==> src/rtl/prio_enc_pkg.sv <==
// Shared definitions for the registered round-robin/fixed priority encoder.
// Mode encodings and the one-hot helper are used by the RTL and the testbench.
package prio_enc_pkg;

    // Upper bound on request width supported by onehot_of.
    localparam int unsigned MAX_WIDTH = 256;

    typedef enum logic {
        MODE_FIXED = 1'b0,
        MODE_RR    = 1'b1
    } mode_e;

    // Callers narrow the result with a WIDTH'() cast.
    function automatic logic [MAX_WIDTH-1:0] onehot_of(input int unsigned idx);
        return MAX_WIDTH'(1) << idx;
    endfunction

endpackage

==> src/rtl/prio_find_high.sv <==
// Combinational highest-set-bit finder: found_o is set when any bit of vec_i
// is set, and idx_o is the index of the highest set bit (0 otherwise).
module prio_find_high #(
    parameter int unsigned WIDTH = 8,
    parameter int unsigned IDX_W = $clog2(WIDTH)
) (
    input  logic [WIDTH-1:0] vec_i,
    output logic             found_o,
    output logic [IDX_W-1:0] idx_o
);

    // Ascending scan: the last hit, i.e. the highest index, wins.
    always_comb begin
        found_o = 1'b0;
        idx_o   = '0;
        for (int unsigned i = 0; i < WIDTH; i++) begin
            if (vec_i[i]) begin
                found_o = 1'b1;
                idx_o   = IDX_W'(i);
            end
        end
    end

endmodule

==> src/rtl/prio_encoder_rr.sv <==
// Registered priority encoder with fixed (highest index wins) and round-robin
// modes; the grant is held under a valid/ready handshake until accepted.
module prio_encoder_rr
    import prio_enc_pkg::*;
#(
    parameter int unsigned WIDTH = 8,
    parameter int unsigned IDX_W = $clog2(WIDTH)
) (
    input  logic             clk,
    input  logic             rst,
    input  logic [WIDTH-1:0] req,
    input  logic             mode,
    input  logic             out_ready,
    output logic             out_valid,
    output logic [IDX_W-1:0] out_idx,
    output logic [WIDTH-1:0] out_onehot,
    output logic [IDX_W-1:0] last_idx
);

    logic             valid_q,  valid_d;
    logic [IDX_W-1:0] idx_q,    idx_d;
    logic [WIDTH-1:0] onehot_q, onehot_d;
    logic [IDX_W-1:0] last_q,   last_d;

    logic [WIDTH-1:0] below_mask;
    logic [WIDTH-1:0] req_masked;
    logic             masked_found;
    logic [IDX_W-1:0] masked_idx;
    logic             req_any;
    logic [IDX_W-1:0] full_idx;
    logic [IDX_W-1:0] grant_idx;
    logic             load;

    always_comb begin
        below_mask = '0;
        for (int unsigned i = 0; i < WIDTH; i++) begin
            below_mask[i] = (IDX_W'(i) < last_q);
        end
    end

    assign req_masked = req & below_mask;

    prio_find_high #(
        .WIDTH (WIDTH),
        .IDX_W (IDX_W)
    ) u_find_masked (
        .vec_i   (req_masked),
        .found_o (masked_found),
        .idx_o   (masked_idx)
    );

    prio_find_high #(
        .WIDTH (WIDTH),
        .IDX_W (IDX_W)
    ) u_find_full (
        .vec_i   (req),
        .found_o (req_any),
        .idx_o   (full_idx)
    );

    // Round-robin: the highest request below the pointer, else wrap to the
    // overall highest (which reaches last_q itself only when nothing else is set).
    always_comb begin
        if (mode == MODE_RR && masked_found) begin
            grant_idx = masked_idx;
        end else begin
            grant_idx = full_idx;
        end
    end

    assign load = !valid_q || out_ready;

    always_comb begin
        valid_d  = valid_q;
        idx_d    = idx_q;
        onehot_d = onehot_q;
        last_d   = last_q;
        if (load) begin
            valid_d  = req_any;
            idx_d    = req_any ? grant_idx : '0;
            onehot_d = req_any ? WIDTH'(onehot_of(32'(grant_idx))) : '0;
            if (req_any && mode == MODE_RR) begin
                last_d = grant_idx;
            end
        end
    end

    always_ff @(posedge clk) begin
        if (rst) begin
            valid_q  <= 1'b0;
            idx_q    <= '0;
            onehot_q <= '0;
            last_q   <= '0;
        end else begin
            valid_q  <= valid_d;
            idx_q    <= idx_d;
            onehot_q <= onehot_d;
            last_q   <= last_d;
        end
    end

    assign out_valid  = valid_q;
    assign out_idx    = idx_q;
    assign out_onehot = onehot_q;
    assign last_idx   = last_q;

endmodule

==> config.mk <==
export PLATFORM = sky130hd
export DESIGN_NAME = prio_encoder_rr
export DESIGN_NICKNAME = d
export VERILOG_FILES = /design/src/rtl/prio_enc_pkg.sv /design/src/rtl/prio_find_high.sv /design/src/rtl/prio_encoder_rr.sv
export SDC_FILE = /design/constraint.sdc
export NUM_CORES = 1
export LEC_CHECK = 0
export BUFFER_PORTS_ARGS = -buffer_cell sky130_fd_sc_hd__buf_2
export CAP_MARGIN = 40
export CELL_PAD_IN_SITES_DETAIL_PLACEMENT = 1
export CELL_PAD_IN_SITES_GLOBAL_PLACEMENT = 2
export CORE_MARGIN = 2
export CORE_UTILIZATION = 30
export CTS_CLUSTER_SIZE = 16
export DETAILED_ROUTE_END_ITERATION = 8
export GPL_TIMING_DRIVEN = 0
export HOLD_SLACK_MARGIN = 0.12
export PLACE_DENSITY_LB_ADDON = 0.1
export SYNTH_ARGS = -nofsm -noshare
export SYNTH_HDL_FRONTEND = slang
export SYNTH_SLANG_ARGS = --single-unit
==> constraint.sdc <==
create_clock -name clk -period 2.98 [get_ports clk]
set_clock_uncertainty 0.05 [all_clocks]
set_input_delay 0.447 -clock clk [delete_from_list [all_inputs] [get_ports clk]]
set_output_delay 0.447 -clock clk [all_outputs]
set_load 0.005 [all_outputs]
==> summary.json, run 1 <==
{
  "buffer_ports.inserted": 26,
  "final_layout_size_suffix_gt1_frac": 0.353,
  "synth_top_cells_by_area": "dfxtp_1, o31ai_2, a21oi_1, nand3b_1, nand2_1",
  "total_power_draw_uw": 488,
  "timing.max_slew.rel_slack": 0.678,
  "cp_data_arrival_time_ns": 2.12,
  "clk_latency_ns": 0.28,
  "critical_path.cell_chain": "buf_4 > a211oi_2 > o22ai_1 > o21ai_2 > mux2_4 > nand2b_2 > o31ai_2",
  "worst-slew-pin-transition_ns": 0.483,
  "critical-path-max-stage-delay_ns": 0.37,
  "timing.max_cap.violations": 0,
  "mostFrequentLayoutCell": "buf_2",
  "report.final.setup_viol": 0,
  "cts_hold_buffers": 0,
  "worst_setup_path_end_kind": "register",
  "area_grow_syn2layout_pct": 21.5,
  "max_freq_mhz": 508,
  "timing.hold.worst.start": "out_onehot[3]$_SDFFE_PP0P_",
  "critPathSlowestCell": "mux2_4",
  "dp.final_hpwl_um": 1800,
  "min_period_over_period": 0.660,
  "yosys.cell_types.count": 42,
  "global_route_wire_length_before_repair_um": 3790,
  "leakage_nw": 0.454,
  "startpoint_type": "register",
  "die-height_um": 59.0,
  "hold_slack_ns": 0.404,
  "placed_instances": 160,
  "postSynthCellCount": 103,
  "grt_util_all_layers": 0.146,
  "whs_path_depth": 2,
  "first_global_vias": 831,
  "post_layout_min_period_ns": 1.97,
  "worst_r2r_path_depth": 7,
  "vdd_drop_max_v": 0.000107,
  "floorplan.die_area_um2": 3480,
  "cts_repair_resize_count": 0,
  "cts.htree.levels": 1,
  "drt_first_iter_violations": 15,
  "r2r_start": "last_idx[2]$_SDFFE_PP0P_",
  "post_drt_wl_per_cell_um": 14.2,
  "synth.ff_latch_count": 15,
  "slew_violations": 0,
  "final_cell_count_no_fill": 164,
  "routed-via-count": 875,
  "regToRegSetupSlack_ns": 1.01,
  "die_x_um": 59.0,
  "cp_top_family": "compound AO/OA/AOI/OAI gates",
  "outcome": "finished with violations",
  "critical_path_peak_fanout": 10,
  "cp.buffers_inverters": 1,
  "place.gp.congestion": 0.816,
  "clock_tree_from_tritoncts": "done",
  "layout.cells.most_common_list": "buf_2, dfxtp_1, a21oi_1, nand2_1, nor2_1",
  "ctsRootBufferMaster": "clkbuf_4",
  "cts_sinks": 15,
  "clk_pin_slew_ns": 0.09,
  "cts_made_buffers": 3,
  "timing.hold.worst.class": "reg -> reg",
  "synthesis.yosys.warnings": 0,
  "worst-setup-path-type": "reg -> reg",
  "antenna_violating_nets_post_route": 0,
  "fp-row-count": 19,
  "ctsLongestPathBuffers": 2,
  "grt_start_max_net_pins": 11,
  "post_synth.cell_area_avg_um2": 8.79,
  "drc_errors": 1,
  "grt_setup_unrepaired": "false",
  "synth_top_flop_cell": "dfxtp_1",
  "fraction_of_registers_with_async_set_or_reset_after_synthesis": 0,
  "core_area_um2": 2810,
  "num_antenna_cells": 0,
  "net_count_of_the_mapped_netlist": 115,
  "grt_overflow": 0,
  "synthesis.area_um2": 906,
  "drt_pre_antenna_iters": 6,
  "failed_checks": "DRC",
  "synthDominantCellAreaShare": 0.331,
  "min_delay_worst_endpoint": "out_onehot[3]$_SDFFE_PP0P_",
  "fin_setup_tns_ns": 0,
  "synth_edf_count": 0,
  "initial_utilization": 0.323,
  "ys_seq_area_frac": 0.331,
  "pwr_density_cell_nw_per_um2": 444,
  "layout.nets": 146,
  "totalWireLength_um": 2330,
  "cts_setup_buffers": 0,
  "io-pin-count": 27,
  "post-route-cell-area_um2": 1100,
  "r2r_end": "out_onehot[1]$_SDFFE_PP0P_",
  "placement.cell_area_um2": 1070,
  "via_per_inst": 5.34,
  "timing.critical_path.required_ns": 3.13,
  "grt_antenna_before_repair": 0,
  "post-synth-top-area-cell": "dfxtp_1",
  "finalHoldViolations": 0
}
[final cells by class]
cell class / instances / area (um2)
Tap cell: 31 / 38.8
Inverter: 2 / 7.51
Buffer: 5 / 23.8
Multi-Input combinational cell: 81 / 574
Fill cell: 348 / 1700
Sequential cell: 15 / 300
Timing Repair Buffer: 26 / 130
Clock buffer: 4 / 26.3
[synth_stat cells, types with 2 or more instances]
cell / n
inv_1: 2
clkbuf_1: 3
a22oi_1: 2
o21ai_0: 2
nand2_1: 11
a211oi_2: 2
o21ai_1: 2
o211ai_1: 2
nand2b_1: 2
dfxtp_1: 15
nor2_1: 8
o31ai_2: 5
nand3b_1: 6
o21bai_1: 2
a21oi_1: 11
o31ai_1: 2
[routing by layer]
metal / global-route usage / routed length, um / vias to the layer above
met3: 0.0198 / 64 / 2
met2: 0.246 / 1120 / 19
met4: 0.0584 / 27 / 0
li1: - / - / 444
met1: 0.186 / 1110 / 410
met5: 0 / 0 / -
[tightest hold or removal path, cell delays in order (launching register included)]
cell	delay [ns]
dfxtp_1	0.31
nand2_1	0.05
a21oi_1	0.05
[power breakdown]
group | internal [mW] | switching [mW] | leakage (nW) | total, mW
registers | 0.216 | 0.00977 | 0.123 | 0.226
logic | 0.0617 | 0.0840 | 0.316 | 0.146
clock network | 0.0518 | 0.0649 | 0.0150 | 0.117
total | 0.330 | 0.159 | 0.454 | 0.488
[through the flow]
step / setup slack, ns / utilization
floorplan: 1.19 / -
global placement: 0.861 / 0.383
detailed placement: 0.879 / 0.383
CTS: 0.989 / 0.393
global route: 0.854 / 0.393
finish: 1.01 / 0.393
[worst max-delay path by stage]
stage,start,endpoint,slack [ns],depth (start not counted)
after floorplan,last_idx[2]$_SDFFE_PP0P_,out_onehot[0]$_SDFFE_PP0P_,1.19,7
after global placement,req[3],out_onehot[1]$_SDFFE_PP0P_,0.86,7
after detailed placement,req[3],out_onehot[1]$_SDFFE_PP0P_,0.88,7
after CTS,last_idx[2]$_SDFFE_PP0P_,out_onehot[1]$_SDFFE_PP0P_,0.99,7
after global routing,last_idx[2]$_SDFFE_PP0P_,out_onehot[6]$_SDFFE_PP0P_,0.85,7
final,last_idx[2]$_SDFFE_PP0P_,out_onehot[1]$_SDFFE_PP0P_,1.01,7
[cells by family after synthesis]
kind of cell    share of synthesized area
flops                               0.331
buf+inv                            0.0345
compound gates                      0.329
simple gates                        0.278
mux                                0.0276
[registers in the layout, indices dropped and copies added, names as in the netlist]
register    count
out_onehot      8
last_idx        3
out_idx         3
out_valid       1
(Power assumes the default switching activity.)
==> run 2, diff against run 1 <==
--- a/config.mk
+++ b/config.mk
@@ -5,12 +5,13 @@
 export SDC_FILE = /design/constraint.sdc
 export NUM_CORES = 1
 export LEC_CHECK = 0
+export ABC_AREA = 1
 export BUFFER_PORTS_ARGS = -buffer_cell sky130_fd_sc_hd__buf_2
 export CAP_MARGIN = 40
 export CELL_PAD_IN_SITES_DETAIL_PLACEMENT = 1
 export CELL_PAD_IN_SITES_GLOBAL_PLACEMENT = 2
 export CORE_MARGIN = 2
-export CORE_UTILIZATION = 30
+export CORE_UTILIZATION = 22
 export CTS_CLUSTER_SIZE = 16
 export DETAILED_ROUTE_END_ITERATION = 8
 export GPL_TIMING_DRIVEN = 0
==> constraint.sdc (replaced) <==
create_clock -name clk -period 1.72 [get_ports clk]
set_clock_uncertainty 0.05 [all_clocks]
set_input_delay 0.258 -clock clk [delete_from_list [all_inputs] [get_ports clk]]
set_output_delay 0.258 -clock clk [all_outputs]
set_load 0.005 [all_outputs]
==> summary.json, run 2 <==
{
  "report.final.setup_viol": 0,
  "cts_sinks": 15,
  "yosys.cell_types.count": 17,
  "initial_utilization": 0.229,
  "r2r_end": "last_idx[0]$_SDFFE_PP0P_",
  "placed_instances": 205,
  "die-height_um": 65.8,
  "totalWireLength_um": 2460,
  "cts_hold_buffers": 0,
  "filler_cell_count": 476,
  "die_x_um": 65.8,
  "core_area_um2": 3660,
  "post_layout_min_period_ns": 1.53,
  "synth_edf_count": 0,
  "grt_start_max_net_pins": 11,
  "startpoint_type": "register",
  "r2r_start": "last_idx[2]$_SDFFE_PP0P_",
  "cp.buffers_inverters": 2,
  "final_cell_count_no_fill": 210,
  "dp.final_hpwl_um": 1970,
  "critical-path-top-cell-by-count": "nand2_1",
  "hold_slack_ns": 0.199,
  "synth.most_common_cell": "nand2_1",
  "timing.max_slew.rel_slack": 0.713,
  "synthesis.area_um2": 840,
  "clk_pin_slew_ns": 0.06,
  "max_freq_mhz": 652,
  "slew_violations": 0,
  "fp-row-count": 22,
  "synth_top_cells_by_area": "dfxtp_1, nand2_1, a21oi_1, nand3_1, inv_1",
  "num_antenna_cells": 0,
  "min_period_over_period": 0.892,
  "grt_util_all_layers": 0.134,
  "via_per_inst": 4.23,
  "post_drt_wl_per_cell_um": 11.7,
  "worst_r2r_path_depth": 11,
  "timing.final.ws_setup_ns": 0.185,
  "logic_depth_of_the_worst_setup_path_including_buffers": 11,
  "fraction_of_registers_with_async_set_or_reset_after_synthesis": 0,
  "timing.max_cap.violations": 0,
  "worst-setup-path-type": "reg -> reg",
  "final_layout_size_suffix_gt1_frac": 0.302,
  "worst-slew-pin-transition_ns": 0.429,
  "outcome": "finished, final reports clean",
  "pwr_density_cell_nw_per_um2": 846,
  "net_count_of_the_mapped_netlist": 143,
  "clk_latency_ns": 0.25,
  "postSynthCellCount": 131,
  "critical_path_peak_fanout": 7,
  "max_ffs_per_register": 8,
  "routed-via-count": 889,
  "layout.nets": 175,
  "worst_setup_ep": "last_idx[0]$_SDFFE_PP0P_",
  "multiInputGateArea_um2": 474,
  "grt_overflow": 0,
  "seq_area_um2": 304,
  "first_global_vias": 979,
  "drt_first_iter_violations": 32,
  "grt_setup_unrepaired": "false",
  "synth_top_cells_by_count": "nand2_1, inv_1, a21oi_1, dfxtp_1, nand3_1",
  "area_grow_syn2layout_pct": 31.0,
  "synthDominantCellAreaShare": 0.358,
  "post-synth-top-area-cell": "dfxtp_1",
  "global_route_wire_length_before_repair_um": 4330,
  "critical_path.cell_chain": "nand2_1 > nor2_2 > nor2_2 > nand2_1 > nand2_2 > nand2_2 > inv_1 > nand2_1 > nand2_4 > o21ai_0 > inv_1",
  "regToRegSetupSlack_ns": 0.19,
  "leakage_nw": 0.564,
  "drt_pre_antenna_iters": 4,
  "cts_made_buffers": 3,
  "floorplan.die_area_um2": 4330,
  "place.gp.congestion": 0.712,
  "finalHoldViolations": 0,
  "detailedPlace.worstSlack_ns": 0.0519,
  "synthesis.yosys.warnings": 0,
  "ys_seq_area_frac": 0.358,
  "buffer_ports.inserted": 26,
  "worst_setup_path_end_kind": "register",
  "ctsRootBufferMaster": "clkbuf_8",
  "cp_top_family": "simple AND/OR/NAND/NOR gates",
  "drc_errors": 0,
  "timing.critical_path.required_ns": 1.81,
  "timing.hold.worst.class": "in -> reg",
  "io-pin-count": 27,
  "critPathSlowestCell": "dfxtp_2",
  "critical-path-max-stage-delay_ns": 0.40,
  "antenna_violating_nets_post_route": 0,
  "grt_antenna_before_repair": 0,
  "cts.htree.levels": 1,
  "fin_setup_tns_ns": 0,
  "cp_data_arrival_time_ns": 1.63,
  "clock_tree_from_tritoncts": "done",
  "ctsLongestPathBuffers": 2,
  "synth.ff_latch_count": 15,
  "synth_top_flop_cell": "dfxtp_1",
  "layout.cells.most_common_list": "nand2_1, buf_2, inv_1",
  "mostFrequentLayoutCell": "nand2_1",
  "post_synth.cell_area_avg_um2": 6.41,
  "worst_setup_path_startpoint": "last_idx[2]$_SDFFE_PP0P_",
  "vdd_drop_max_v": 0.000371,
  "final_core_utilization": 0.300
}
## run 2: worst min-delay path by stage
stage                                           from                    endpoint  slack [ns]  cells after the start
after floorplan                                  rst  out_onehot[7]$_SDFFE_PP0P_        0.27                      1
after global placement       out_idx[1]$_SDFFE_PP0P_     out_idx[1]$_SDFFE_PP0P_        0.41                      2
after detailed placement  out_onehot[1]$_SDFFE_PP0P_  out_onehot[1]$_SDFFE_PP0P_        0.41                      2
after CTS                                        rst  out_onehot[7]$_SDFFE_PP0P_        0.19                      2
after global routing                             rst  out_onehot[7]$_SDFFE_PP0P_        0.19                      2
final                                            rst  out_onehot[7]$_SDFFE_PP0P_        0.20                      2
## run 2: worst reg2reg max path: stages (launching register included)
cell and delay (ns):
dfxtp_2 0.40, nand2_1 0.08, nor2_2 0.14, nor2_2 0.06
nand2_1 0.07, nand2_2 0.08, nand2_2 0.11, inv_1 0.06
nand2_1 0.10, nand2_4 0.09, o21ai_0 0.15, inv_1 0.05
## run 2: per-stage QoR
step | total power [mW] | cell area, um2
6_report | 0.930 | 1100
2_1_floorplan | 0.550 | 840
5_1_grt | 1.01 | 1100
3_3_place_gp | 0.635 | 1030
4_1_cts | 0.938 | 1070
3_5_place_dp | 0.640 | 1030
## run 2: final cells by class
class,instances,area share
multi-input combinational,96,0.431
timing repair buffer,27,0.125
buffer,2,0.00796
sequential,15,0.276
tap,48,0.0546
inverter,18,0.0637
clock buffer,4,0.0410
## run 2: what timing repair did
action / 4_1_cts / 5_1_grt
endpoints found under the setup margin: 0 / 12
hold endpoints to repair: 0 / 0
resized for setup: 0 / 8
buffers inserted: 0 / 1
## run 2: logic make-up (layout without fill, tap and decap cells)
family,count (synthesis),in the layout,share of synthesized area
AOI/OAI and AO/OA,21,21,0.143
buffers and inverters,20,51,0.0924
DFF,15,15,0.358
and+or+nand+nor,75,75,0.407
## run 2: report_power, final
group / internal (mW) / total [mW] / switching (mW) / leakage (nW)
registers: 0.376 / 0.398 / 0.0222 / 0.124
logic: 0.0891 / 0.240 / 0.151 / 0.417
clock network: 0.164 / 0.292 / 0.128 / 0.0228
## run 2: layer usage
metal	share of wire	up-vias	track usage
met5	0	-	0
met4	0.0089	0	0.0469
met3	0.031	2	0.0307
met2	0.46	13	0.217
met1	0.50	399	0.173
li1	-	475	-
==> run 3, diff against run 2 <==
--- a/config.mk
+++ b/config.mk
@@ -10,12 +10,11 @@
 export CAP_MARGIN = 40
 export CELL_PAD_IN_SITES_DETAIL_PLACEMENT = 1
 export CELL_PAD_IN_SITES_GLOBAL_PLACEMENT = 2
-export CORE_MARGIN = 2
-export CORE_UTILIZATION = 22
+export CORE_UTILIZATION = 27
 export CTS_CLUSTER_SIZE = 16
 export DETAILED_ROUTE_END_ITERATION = 8
 export GPL_TIMING_DRIVEN = 0
-export HOLD_SLACK_MARGIN = 0.12
+export HOLD_SLACK_MARGIN = 0.02
 export PLACE_DENSITY_LB_ADDON = 0.1
 export SYNTH_ARGS = -nofsm -noshare
 export SYNTH_HDL_FRONTEND = slang
==> constraint.sdc (replaced) <==
create_clock -name clk -period 1.94 [get_ports clk]
set_clock_uncertainty 0.05 [all_clocks]
set_input_delay 0.291 -clock clk [delete_from_list [all_inputs] [get_ports clk]]
set_output_delay 0.291 -clock clk [all_outputs]
set_load 0.005 [all_outputs]
==> summary.json, run 3 (synthesis results as in run 2) <==
{
  "post-route-cell-area_um2": 1040,
  "grt_overflow": 0,
  "startpoint_type": "register",
  "clock_tree_from_tritoncts": "done",
  "mostFrequentLayoutCell": "nand2_1",
  "power.share.sequential": 0.478,
  "ctsLongestPathBuffers": 2,
  "initial_utilization": 0.294,
  "seq_area_um2": 300,
  "grt_setup_unrepaired": "false",
  "clk_pin_slew_ns": 0.09,
  "placement.cell_area_um2": 1010,
  "global_route_wire_length_before_repair_um": 3870,
  "timing.critical_path.required_ns": 2.08,
  "worst_setup_path_end_kind": "register",
  "fin_setup_tns_ns": 0,
  "total_power_draw_uw": 733,
  "filler_cell_count": 398,
  "worst-slew-pin-transition_ns": 0.428,
  "cts_sinks": 15,
  "num_antenna_cells": 0,
  "slew_violations": 0,
  "max_ffs_per_register": 8,
  "cts_repair_resize_count": 0,
  "timing.max_slew.rel_slack": 0.713,
  "vdd_drop_max_v": 0.000466,
  "intPower_uw": 483,
  "outcome": "finished, final reports clean",
  "pwr_density_cell_nw_per_um2": 708,
  "placed_instances": 188,
  "grt_util_all_layers": 0.151,
  "cts_made_buffers": 3,
  "leakage_nw": 0.548,
  "p_switching_uw": 250,
  "drc_errors": 0,
  "grt_antenna_before_repair": 0,
  "antenna_violating_nets_post_route": 0,
  "floorplan.die_area_um2": 3340,
  "fp-row-count": 19,
  "totalWireLength_um": 2270,
  "timing.hold.worst.class": "in -> reg",
  "layout.cells.most_common_list": "nand2_1, buf_2, inv_1",
  "first_global_vias": 877,
  "cts_setup_buffers": 0,
  "worst-setup-path-type": "reg -> reg",
  "final_cell_count_no_fill": 192,
  "multiInputGateArea_um2": 462,
  "die-height_um": 57.8,
  "buffer_ports.inserted": 26,
  "clk_latency_ns": 0.28,
  "routed-via-count": 920,
  "comb_power_share": 0.278,
  "cts.htree.levels": 1,
  "timing.max_cap.violations": 0,
  "via_per_inst": 4.79,
  "grt_start_max_net_pins": 11,
  "core_area_um2": 2850,
  "layout.nets": 174,
  "io-pin-count": 27,
  "drt_first_iter_violations": 17,
  "critical_path_peak_fanout": 7,
  "power.clock.fraction": 0.244,
  "power.switching_fraction": 0.341,
  "area_grow_syn2layout_pct": 23.4,
  "min_period_over_period": 0.866,
  "final_layout_size_suffix_gt1_frac": 0.273,
  "cp_data_arrival_time_ns": 1.82,
  "post_layout_min_period_ns": 1.68,
  "drt_pre_antenna_iters": 4,
  "report.final.setup_viol": 0,
  "regToRegSetupSlack_ns": 0.26,
  "post_drt_wl_per_cell_um": 11.8,
  "place.gp.congestion": 0.776,
  "die_x_um": 57.8,
  "finalHoldViolations": 0,
  "ctsRootBufferMaster": "clkbuf_4",
  "dp.final_hpwl_um": 1860,
  "cts_hold_buffers": 0,
  "max_freq_mhz": 595
}
run 3: cell count changes in the layout (fill, tap and decap cells not counted), sizes merged:
cell,before,now
clkbuf,6,5
clkinv,0,1
buf,27,26
run 3: final timing paths:
check,endpoint,depth (start not counted),startpoint
worst max-delay path,last_idx[0]$_SDFFE_PP0P_,9,last_idx[1]$_SDFFE_PP0P_
worst min-delay path,out_onehot[7]$_SDFFE_PP0P_,2,rst
worst max register to register,last_idx[0]$_SDFFE_PP0P_,9,last_idx[1]$_SDFFE_PP0P_
worst min register to register,out_onehot[6]$_SDFFE_PP0P_,2,out_onehot[6]$_SDFFE_PP0P_
run 3: worst max-delay path: stages (launching register included):
cell and delay (ns):
dfxtp_1 0.47, nand4_1 0.23, nand2_1 0.16, nand2_2 0.10, nand2_2 0.11, inv_1 0.06
nand2_1 0.07, nand2_2 0.11, o21ai_0 0.16, inv_1 0.06
run 3: power by group through the flow:
stage / registers (mW) / clock network [mW] / logic [mW]
2_1_floorplan: 0.357 / 0 / 0.131
4_1_cts: 0.351 / 0.191 / 0.208
3_5_place_dp: 0.358 / 0 / 0.207
3_3_place_gp: 0.357 / 0 / 0.203
5_1_grt: 0.354 / 0.200 / 0.236
6_report: 0.350 / 0.179 / 0.204
run 3: through the flow:
stage,hold slack (ns),utilization,worst slack [ns]
detailed placement,0.404,0.354,0.270
global route,0.183,0.363,0.0643
CTS,0.173,0.363,0.245
finish,0.179,0.363,0.260
floorplan,0.303,-,0.508
global placement,0.400,0.354,0.285
run 3: layout make-up:
type | count | area share
Clock buffer | 3 | 0.0217
Tap cell | 31 | 0.0374
Multi-Input combinational cell | 96 | 0.446
Inverter | 18 | 0.0676
Buffer | 2 | 0.00725
Timing Repair Buffer | 26 | 0.126
Sequential cell | 15 | 0.290
Clock inverter | 1 | 0.00483
run 3: metal layers:
metal | share of wire | track usage | up-vias
met4 | 0.0053 | 0.0306 | 0
met3 | 0.033 | 0.0402 | 2
li1 | - | - | 477
met2 | 0.49 | 0.249 | 14
met1 | 0.47 | 0.199 | 427
met5 | 0 | 0 | -
